<file path="src/rtl/vga_pkg.sv">
// Shared VGA pixel types, colour widths and pattern mode codes used by the
// pattern generator pipeline and its sub-modules.
package vga_pkg;

   localparam int HC_W   = 10;
   localparam int VC_W   = 10;
   localparam int HX_W   = HC_W + 1;
   localparam int PIX_CW = 8;   // widest colour a frame carries; narrower CW uses the low bits
   localparam int PAT_W  = 4;
   localparam int MODE_W = 3;

   typedef enum logic [MODE_W-1:0] {
      MODE_BYPASS    = 3'd0,
      MODE_GRAY      = 3'd1,
      MODE_PRIMARY   = 3'd2,
      MODE_RAINBOW   = 3'd3,
      MODE_TRIBAND   = 3'd4,
      MODE_CHECKER   = 3'd5,
      MODE_BLACK     = 3'd6,
      MODE_BLACK_ALT = 3'd7
   } mode_e;

   typedef struct packed {
      logic [HC_W-1:0]   hc;
      logic [VC_W-1:0]   vc;
      logic              start;
      logic [PIX_CW-1:0] r;
      logic [PIX_CW-1:0] g;
      logic [PIX_CW-1:0] b;
   } vga_frame_t;

   typedef struct packed {
      logic [PAT_W-1:0] r;
      logic [PAT_W-1:0] g;
      logic [PAT_W-1:0] b;
   } pat_rgb_t;

   typedef struct packed {
      logic [HC_W-1:0]   hx;
      logic [HC_W-1:0]   hc;
      logic [VC_W-1:0]   vc;
      logic              start;
      mode_e             mode;
      logic [PIX_CW-1:0] r;
      logic [PIX_CW-1:0] g;
      logic [PIX_CW-1:0] b;
   } stage1_t;

   localparam logic [PAT_W-1:0] PAT_FULL = 4'hF;
   localparam logic [PAT_W-1:0] PAT_ZERO = 4'h0;

   function automatic pat_rgb_t pat_mono(input logic [PAT_W-1:0] v);
      return {v, v, v};
   endfunction

endpackage

</file>
<file path="src/rtl/video_pattern_gen.sv">
// Combinational colour pattern generator: maps shifted column hx, line vc and
// mode onto 4-bit r/g/b. Bypass is flagged so the top passes source colour.
module video_pattern_gen
   import vga_pkg::*;
#(
   parameter int V_DISPLAY = 480,
   parameter int CHK_LOG2  = 5
) (
   input  logic [HC_W-1:0] hx,
   input  logic [VC_W-1:0] vc,
   input  mode_e           mode,
   output pat_rgb_t        pat,
   output logic            bypass
);

   localparam logic [VC_W-1:0] BAND_1 = VC_W'(V_DISPLAY / 3);
   localparam logic [VC_W-1:0] BAND_2 = VC_W'(2 * (V_DISPLAY / 3));

   pat_rgb_t         gray;
   pat_rgb_t         primary;
   pat_rgb_t         rainbow;
   pat_rgb_t         chk_pat;
   logic [PAT_W-1:0] ramp_up;
   logic [PAT_W-1:0] ramp_dn;
   logic             unused_hx;

   assign unused_hx = ^hx[2:0];

   always_comb begin
      gray    = pat_mono(hx[8:5]);
      primary = {{PAT_W{hx[8]}}, {PAT_W{hx[7]}}, {PAT_W{hx[6]}}};
      ramp_up = hx[6:3];
      ramp_dn = ~hx[6:3];
      // Spectrum red -> yellow -> green -> cyan -> blue -> magenta, then white.
      case (hx[9:7])
         3'd0:    rainbow = {PAT_FULL, ramp_up, PAT_ZERO};
         3'd1:    rainbow = {ramp_dn, PAT_FULL, PAT_ZERO};
         3'd2:    rainbow = {PAT_ZERO, PAT_FULL, ramp_up};
         3'd3:    rainbow = {PAT_ZERO, ramp_dn, PAT_FULL};
         3'd4:    rainbow = {ramp_up, PAT_ZERO, PAT_FULL};
         default: rainbow = pat_mono(PAT_FULL);
      endcase
      chk_pat = pat_mono((hx[CHK_LOG2] ^ vc[CHK_LOG2]) ? PAT_FULL : PAT_ZERO);
   end

   always_comb begin
      pat    = pat_mono(PAT_ZERO);
      bypass = 1'b0;
      case (mode)
         MODE_BYPASS:  bypass = 1'b1;
         MODE_GRAY:    pat = gray;
         MODE_PRIMARY: pat = primary;
         MODE_RAINBOW: pat = rainbow;
         MODE_TRIBAND: begin
            if (vc < BAND_1) begin
               pat = gray;
            end else if (vc < BAND_2) begin
               pat = primary;
            end else begin
               pat = rainbow;
            end
         end
         MODE_CHECKER: pat = chk_pat;
         default:      pat = pat_mono(PAT_ZERO);
      endcase
   end

endmodule

</file>
<file path="src/rtl/video_pattern_core.sv">
// Two-stage test-pattern pipeline: per-frame mode and scroll offset are latched
// on accepted start pixels, colour is generated from the shifted column.
module video_pattern_core
   import vga_pkg::*;
#(
   parameter int CW          = 4,
   parameter int H_DISPLAY   = 640,
   parameter int V_DISPLAY   = 480,
   parameter int SCROLL_STEP = 4,
   parameter int CHK_LOG2    = 5,
   parameter int RESET_MODE  = 0
) (
   input  logic              clk,
   input  logic              rst,
   input  logic              stall,
   input  logic [MODE_W-1:0] mode,
   input  logic              scroll_en,
   input  logic              source_vld,
   input  vga_frame_t        source_frame,
   output logic              sink_vld,
   output vga_frame_t        sink_frame
);

   localparam logic [HX_W-1:0]   H_WRAP       = HX_W'(H_DISPLAY);
   localparam logic [HX_W-1:0]   OFF_STEP     = HX_W'(SCROLL_STEP);
   localparam mode_e             RESET_MODE_E = mode_e'(MODE_W'(RESET_MODE));
   localparam logic [PIX_CW-1:0] CMASK        = {PIX_CW{1'b1}} >> (PIX_CW - CW);

   // MSB-first replication of a 4-bit pattern level into the low CW bits.
   function automatic logic [PIX_CW-1:0] widen(input logic [PAT_W-1:0] v);
      logic [PIX_CW-1:0] w;
      int                k;
      w = '0;
      for (int i = 0; i < CW; i++) begin
         k    = (PAT_W - 1) - ((CW - 1 - i) % PAT_W);
         w[i] = v[k[1:0]];
      end
      return w;
   endfunction

   mode_e           mode_q, mode_d;
   logic [HC_W-1:0] off_cnt_q, off_cnt_d;
   logic [HC_W-1:0] frame_off_q, frame_off_d;
   logic            s1_vld_q, s1_vld_d;
   stage1_t         s1_q, s1_d;
   logic            sink_vld_q, sink_vld_d;
   vga_frame_t      sink_frame_q, sink_frame_d;

   logic            accept;
   logic            start_acc;
   mode_e           eff_mode;
   logic [HC_W-1:0] eff_off;
   logic [HX_W-1:0] hx_sum;
   logic [HC_W-1:0] hx;
   logic [HX_W-1:0] off_sum;
   logic [HC_W-1:0] off_next;
   pat_rgb_t        gen_pat;
   logic            gen_bypass;

   video_pattern_gen #(
      .V_DISPLAY (V_DISPLAY),
      .CHK_LOG2  (CHK_LOG2)
   ) u_gen (
      .hx     (s1_q.hx),
      .vc     (s1_q.vc),
      .mode   (s1_q.mode),
      .pat    (gen_pat),
      .bypass (gen_bypass)
   );

   always_comb begin
      accept    = source_vld && !stall;
      start_acc = accept && source_frame.start;
      eff_mode  = start_acc ? mode_e'(mode) : mode_q;
      eff_off   = start_acc ? off_cnt_q : frame_off_q;
      hx_sum    = {1'b0, source_frame.hc} + {1'b0, eff_off};
      hx        = (hx_sum >= H_WRAP) ? HC_W'(hx_sum - H_WRAP) : HC_W'(hx_sum);
      off_sum   = {1'b0, off_cnt_q} + OFF_STEP;
      off_next  = (off_sum >= H_WRAP) ? HC_W'(off_sum - H_WRAP) : HC_W'(off_sum);

      mode_d      = mode_q;
      off_cnt_d   = off_cnt_q;
      frame_off_d = frame_off_q;
      if (start_acc) begin
         mode_d      = mode_e'(mode);
         frame_off_d = off_cnt_q;
         if (scroll_en) begin
            off_cnt_d = off_next;
         end
      end

      s1_vld_d = s1_vld_q;
      s1_d     = s1_q;
      if (!stall) begin
         s1_vld_d = source_vld;
      end
      if (accept) begin
         s1_d.hx    = hx;
         s1_d.hc    = source_frame.hc;
         s1_d.vc    = source_frame.vc;
         s1_d.start = source_frame.start;
         s1_d.mode  = eff_mode;
         s1_d.r     = source_frame.r;
         s1_d.g     = source_frame.g;
         s1_d.b     = source_frame.b;
      end

      // Bubbles advance the valid bit only; the last pixel's data is retained.
      sink_vld_d   = sink_vld_q;
      sink_frame_d = sink_frame_q;
      if (!stall) begin
         sink_vld_d = s1_vld_q;
         if (s1_vld_q) begin
            sink_frame_d.hc    = s1_q.hc;
            sink_frame_d.vc    = s1_q.vc;
            sink_frame_d.start = s1_q.start;
            sink_frame_d.r     = gen_bypass ? (s1_q.r & CMASK) : widen(gen_pat.r);
            sink_frame_d.g     = gen_bypass ? (s1_q.g & CMASK) : widen(gen_pat.g);
            sink_frame_d.b     = gen_bypass ? (s1_q.b & CMASK) : widen(gen_pat.b);
         end
      end
   end

   always_ff @(posedge clk or posedge rst) begin
      if (rst) begin
         mode_q       <= RESET_MODE_E;
         off_cnt_q    <= '0;
         frame_off_q  <= '0;
         s1_vld_q     <= 1'b0;
         s1_q         <= '0;
         sink_vld_q   <= 1'b0;
         sink_frame_q <= '0;
      end else begin
         mode_q       <= mode_d;
         off_cnt_q    <= off_cnt_d;
         frame_off_q  <= frame_off_d;
         s1_vld_q     <= s1_vld_d;
         s1_q         <= s1_d;
         sink_vld_q   <= sink_vld_d;
         sink_frame_q <= sink_frame_d;
      end
   end

   assign sink_vld   = sink_vld_q;
   assign sink_frame = sink_frame_q;

endmodule

</file>
<file path="config.mk">
export PLATFORM = sky130hd
export DESIGN_NAME = video_pattern_core
export DESIGN_NICKNAME = d
export VERILOG_FILES = /design/src/rtl/vga_pkg.sv /design/src/rtl/video_pattern_gen.sv /design/src/rtl/video_pattern_core.sv
export SDC_FILE = /design/constraint.sdc
export NUM_CORES = 1
export LEC_CHECK = 0
export CORE_UTILIZATION = 45
export CTS_BUF_LIST = sky130_fd_sc_hd__clkbuf_16
export CTS_CLUSTER_DIAMETER = 150
export CTS_CLUSTER_SIZE = 40
export DETAILED_ROUTE_END_ITERATION = 8
export HOLD_SLACK_MARGIN = 0.06
export PLACE_DENSITY = 0.72
export REMOVE_ABC_BUFFERS = 1
export SYNTH_ARGS = -nofsm -noshare
export SYNTH_HDL_FRONTEND = slang
export SYNTH_SLANG_ARGS = --single-unit
</file>
<file path="constraint.sdc">
create_clock -name clk -period 4.2 [get_ports clk]
set_input_delay 0.84 -clock clk [delete_from_list [all_inputs] [get_ports clk]]
set_output_delay 0.84 -clock clk [all_outputs]
set_load 0.01 [all_outputs]
</file>
# ---- After elaboration in Yosys (flattened, before gate mapping)
# Cells that the tools add are included.
dict set report totals {
  inputBits 53
  word_cells 59
  reg_bits 116
}
dict set report op_classes {
  n_mux 13
  reduce_logical 7
  order_cmp 4
  add_sub_neg 4
  bitwise 3
  n_eq_ne 9
}
# op count
set op_table {}
lappend op_table {{12-bit one-hot mux with 5 select lines} 2}
lappend op_table {{10-bit 2-to-1 mux} 3}
lappend op_table {{12-bit 2-to-1 mux} 2}
lappend op_table {{11-bit by 10-bit greater-or-equal comparator with 1-bit output (second input constant)} 2}
lappend op_table {{10-bit subtractor (second input constant)} 2}
lappend op_table {{4-bit 2-to-1 mux} 4}
lappend op_table {{3-bit by 2-bit == test with 1-bit output (second input constant)} 4}
lappend op_table {{10-bit by 10-bit adder with 11-bit output} 1}
lappend op_table {{10-bit by 3-bit adder with 11-bit output (second input constant)} 1}
lappend op_table {{10-bit by 8-bit < comparator with 1-bit output (second input constant)} 1}
lappend op_table {{10-bit by 9-bit < comparator with 1-bit output (second input constant)} 1}
lappend op_table {{3-bit == test (second input constant)} 3}
lappend op_table {{3-bit by 1-bit == test with 1-bit output (second input constant)} 2}
lappend op_table {{3-bit logical NOT} 2}
lappend op_table {{4-bit NOT} 1}
lappend op_table {{2-bit AND reduction} 2}
lappend op_table {{3-bit 2-to-1 mux} 1}
lappend op_table {{1-bit logical AND} 2}
lappend op_table {{1-bit logical NOT} 1}
lappend op_table {{1-bit 2-to-1 mux} 1}
lappend op_table {{1-bit NOT} 1}
lappend op_table {{1-bit bitwise XOR} 1}

# ---- Logic depth before layout (Yosys ltp)
dict set report depth {
  depth_word 7
  ltp_mapped 17
}

# ---- Cells and area by module
# From an unflattened synthesis, not the netlist that was laid out.
dict set report hier_totals {
  hier_cells 616
  area_unflattened_um2 5685.5
}
# module cells_each instances seq_area_each_um2 area_each_um2
set modules_own_cells {}
lappend modules_own_cells {video_pattern_core 484 1 2552.4 4837.1}
lappend modules_own_cells {video_pattern_gen 132 1 0.0 848.3}

# ---- Worst setup path after synthesis
# No wires, ideal clock.
dict set report synth_path {
  kind {input-to-reg}
  startpoint {input source_vld}
  endpoint {register s1_q[56] in the netlist's numbering}
  arrival_time_ps 4152
  slack_ps -78
  cell_stages 16
  n_path_buf 2
  path_cell_list {nor2b_1 -> clkbuf_8 -> nand2_1 -> clkbuf_1 -> mux2_2 -> ha_1 -> and3_1 -> a22o_2 -> o41ai_1 -> xor2_1 -> ha_1 -> inv_1 -> a41oi_1 -> a21boi_1 -> and3_2 -> a21oi_1}
}
dict set report synth_between {
  elab_chain_cells 6
}
# item line_no
set synth_rtl {}
lappend synth_rtl {{from (decl)} video_pattern_core.sv:18} ;# input logic source_vld,
lappend synth_rtl {{1-bit logical AND *} video_pattern_core.sv:72} ;# accept = source_vld && !stall;
lappend synth_rtl {{1-bit logical AND *} video_pattern_core.sv:73} ;# start_acc = accept && source_frame.start;
lappend synth_rtl {{10-bit 2-to-1 mux *} -}
lappend synth_rtl {{named net eff_off[3]} video_pattern_core.sv:52} ;# logic [HC_W-1:0] eff_off;
lappend synth_rtl {{10-bit by 10-bit adder with 11-bit output *} video_pattern_core.sv:76} ;# hx_sum = {1'b0, source_frame.hc} + {1'b0, eff_off};
lappend synth_rtl {{10-bit subtractor or 11-bit by 10-bit greater-or-equal comparator with 1-bit output (tied branches)} video_pattern_core.sv:77} ;# hx = (hx_sum >= H_WRAP) ? HC_W'(hx_sum - H_WRAP) : HC_W'(hx_sum);
lappend synth_rtl {{10-bit 2-to-1 mux *} video_pattern_core.sv:77}
lappend synth_rtl {{to (signal assigned)} video_pattern_core.sv:130} ;# s1_q <= '0;
lappend synth_rtl {{to (signal assigned)} video_pattern_core.sv:138} ;# s1_q <= s1_d;
lappend synth_rtl {{to (decl)} video_pattern_core.sv:45} ;# stage1_t s1_q, s1_d;
# Mark *: on every way through the listed nets, which the timed path passes. The rest lies on a longest branch.
# A chain may end at the register's enable or synchronous reset.

# ---- Worst setup path after layout
dict set report layout_path {
  startpoint {input stall}
  endpoint {register s1_q[56] in the netlist's numbering}
}
dict set report layout_between {
  elab_chain_cells 7
}
# item line_no
set layout_rtl {}
lappend layout_rtl {{from (decl)} video_pattern_core.sv:15} ;# input logic stall,
lappend layout_rtl {{1-bit logical NOT *} -}
lappend layout_rtl {{1-bit logical AND *} video_pattern_core.sv:72}
lappend layout_rtl {{1-bit logical AND *} video_pattern_core.sv:73}
lappend layout_rtl {{10-bit 2-to-1 mux *} -}
lappend layout_rtl {{named net eff_off[3]} video_pattern_core.sv:52}
lappend layout_rtl {{10-bit by 10-bit adder with 11-bit output *} video_pattern_core.sv:76}
lappend layout_rtl {{10-bit subtractor or 11-bit by 10-bit greater-or-equal comparator with 1-bit output (tied branches)} video_pattern_core.sv:77}
lappend layout_rtl {{10-bit 2-to-1 mux *} video_pattern_core.sv:77}
# Marks and branches as above.

==> results.yml <==
setup_path:
  r2r_cells: 12
  cp-end-kind: "flip-flop"
  crit_start: "stall"
  r2r-start: "off_cnt_q[4]"
  critPathLaunchType: "primary input"
  crit_end: "s1_q[56]"
  cp_data_arrival_time_ns: 4.22
  r2r_setup_slack_ns: 1.07
  crit_type: "primary input to flip-flop"
  required_ns: 4.44
  crit_fanout: 7
  crit-reg2reg-capture: "s1_q[56]"
grt:
  grt_pass1_wl_mm: 21.1
  grt_usage: 0.211
  grt_max_degree: 50
  grt-ovfl-total: 0
  grt_pass1_vias: 4411
  antenna_found_initial: 0
cells_and_area:
  antennaDiodeCount: 0
  drive_gt1_frac: 0.106
  area_delta_synth_final_pct: 22.5
  nNetsFinal: 760
  fillers: 1074
  final_cells: 840
synthesis:
  synthArstFlopShare: 1.00
  synthesis.area_mm2: 0.00539
  synth_edf_count: 0
  syn_inst: 620
  yosysMostFrequentCell: "nand2_1"
  synth_top_area_frac: 0.460
  synth_warnings: 0
  synth_area_leaders: "dfrtp_1 (46%), nand2_1 (15%), ha_1 (3.3%), mux2_2 (2.9%), a21oi_1 (2.6%)"
  ys_seq_elements: 99
  synth_ff_type: "dfrtp_1"
  ys_seq_area_frac: 0.460
  synth_cell_types: 63
  synthTopCellsByCount: "nand2_1 (209), dfrtp_1 (99), nor2_1 (35), clkbuf_1 (29), a21oi_1 (28)"
  synth_area_per_cell_um2: 8.69
  yosys.area.top_type: "dfrtp_1"
run_status:
  status: "complete, but fails checks"
  violations: "DRC"
floorplan:
  die_w_um: 111
  core.rowCount: 39
  core_area_mm2: 0.0115
  dieArea_mm2: 0.0124
  die_height_um: 111
  ios: 99
  start_util: 0.468
placed_design:
  hpwl_mm: 9.09
  place_ws_ns: -0.286
  io_buffers: 74
  gp_congestion: 0.881
  dp.cells: 824
sta:
  finalWorstSetupSlack_ns: 0.215
  slew_viol_final: 0
  fin_skew_ns: 0.00681
  setup_violations: 0
  slew_headroom: 0.382
  hold_viol: 0
  fin_crit_ns: 3.98
  worst_pin_slew_ns: 0.928
  fmax_ghz: 0.251
  post-route-period-util: 0.949
clock_tree:
  cts-resized-gates: 0
  post_cts_buffers: 0
  cts_tree: "built"
  cts_root_buf: "clkbuf_16"
  cts_sinks: 99
  cts_buffer_depth: 2
  path_clk_slew_ns: 0.07
  cts_hold_buf: 0
  htree_num_levels: 3
  cts-buffers-inserted: 9
  clk_latency_ns: 0.35
power_and_ir_drop:
  power_per_cell_area_mw_per_mm2: 552
  ir_worst_vdd_v: 0.000278
  power.leakage_nw: 3.09
drt:
  dr.pass1.iters: 7
  vias: 4565
  drtIter0Drc: 233
  ant_nets: 0
  via_per_inst: 5.43
  routed_wl_mm: 12.7
  wl_per_cell_um: 15.2
  drcViolationCount: 11
flow_run:
  drv_cap: 0
worst_hold_path:
  worstHoldPathType: "flip-flop to flip-flop"
routing by layer:
layer / global-route usage / routed length [um] / up-vias
li1: - / - / 2233
met1: 0.271 / 5670 / 2203
met2: 0.359 / 6340 / 112
met3: 0.0343 / 513 / 17
met4: 0.0784 / 223 / 0
met5: 0 / 0 / -
cell usage in the layout, fill, tap and decap left out, types with 7 or more instances in the layout:
cell / count
conb_1: 12
ha_1: 14
a21o_1: 7
nand2_1: 208
mux2i_1: 13
nor3_1: 8
clkdlybuf4s50_1: 74
o21ai_0: 20
buf_4: 25
xnor2_1: 9
clkbuf_16: 9
nor2_1: 35
dfrtp_1: 99
mux2_2: 14
a31oi_1: 10
a21oi_1: 28
o22ai_1: 10
how the worst min path moves through the flow:
stage / startpoint / to / slack, ns / depth (start not counted)
floorplan: s1_q[27] / sink_frame[24] / 0.44 / 2
global placement: s1_q[30] / sink_frame[27] / 0.45 / 2
detailed placement: s1_q[42] / sink_frame[39] / 0.45 / 2
CTS: s1_q[43] / sink_frame[40] / 0.46 / 2
global route: s1_q[0] / s1_q[0] / 0.50 / 2
finish: s1_q[43] / sink_frame[40] / 0.47 / 2
cells by family (layout without fill, tap and decap cells):
group / count (synthesis) / in the layout / synth area share
buffers and inverters: 54 / 120 / 0.0527
other: 1 / 12 / 0.000696
and+or+nand+nor: 291 / 291 / 0.224
xor gates and xnor gates: 15 / 15 / 0.0258
muxes: 27 / 27 / 0.0534
adders and majority gates: 15 / 15 / 0.0362
AOI/OAI and AO/OA: 118 / 118 / 0.147
DFF: 99 / 99 / 0.460
where the power goes:
part / internal [W] / switching (W) / total, W
Clock: 0.000474 / 0.000394 / 0.000867
Combinational: 0.000678 / 0.000660 / 0.00134
Sequential: 0.00116 / 0.000273 / 0.00144
Total: 0.00232 / 0.00133 / 0.00364
flip-flops by register name, indices dropped and copies added, names as in the netlist:
| register | cells |
|---|---|
| frame_off_q | 10 |
| s1_q | 43 |
| sink_frame | 33 |
| mode_q | 3 |
| s1_vld_q | 1 |
| sink_vld | 1 |
| off_cnt_q | 8 |
critical path: stages:
cell and delay, ns:
clkdlybuf4s50_1 0.53, nor2b_4 0.06, nand2_2 0.15, mux2_2 0.37, ha_1 0.31, and3_1 0.18, a22o_2 0.28, o41ai_1 0.32
xor2_1 0.24, ha_1 0.20, inv_1 0.06, a41oi_1 0.16, a21boi_2 0.25, and3_2 0.20, a21oi_1 0.06
metrics by stage:
| stage | total power [W] | instance area (um2) | hold slack, ns | utilization | TNS, ns |
|---|---|---|---|---|---|
| floorplan | 0.00221 | 5160 | 0.439 | - | -6.04 |
| global placement | 0.00273 | 6280 | 0.448 | 0.545 | -0.336 |
| detailed placement | 0.00278 | 6280 | 0.450 | 0.545 | -0.617 |
| CTS | 0.00365 | 6590 | 0.463 | 0.572 | 0 |
| global route | 0.00387 | 6600 | 0.497 | 0.573 | -0.0393 |
| finish | 0.00364 | 6600 | 0.468 | 0.573 | 0 |
area by class of cell:
| cell class | count | area [um2] | share of cell area |
|---|---|---|---|
| Inverter | 5 | 21.3 | 0.00322 |
| Tap cell | 143 | 179 | 0.0271 |
| Clock buffer | 9 | 225 | 0.0341 |
| Timing Repair Buffer | 99 | 928 | 0.141 |
| Sequential cell | 99 | 2480 | 0.376 |
| Multi-Input combinational cell | 478 | 2680 | 0.406 |
| Clock inverter | 7 | 83.8 | 0.0127 |
Note: power is estimated with default switching activity, not from simulation.
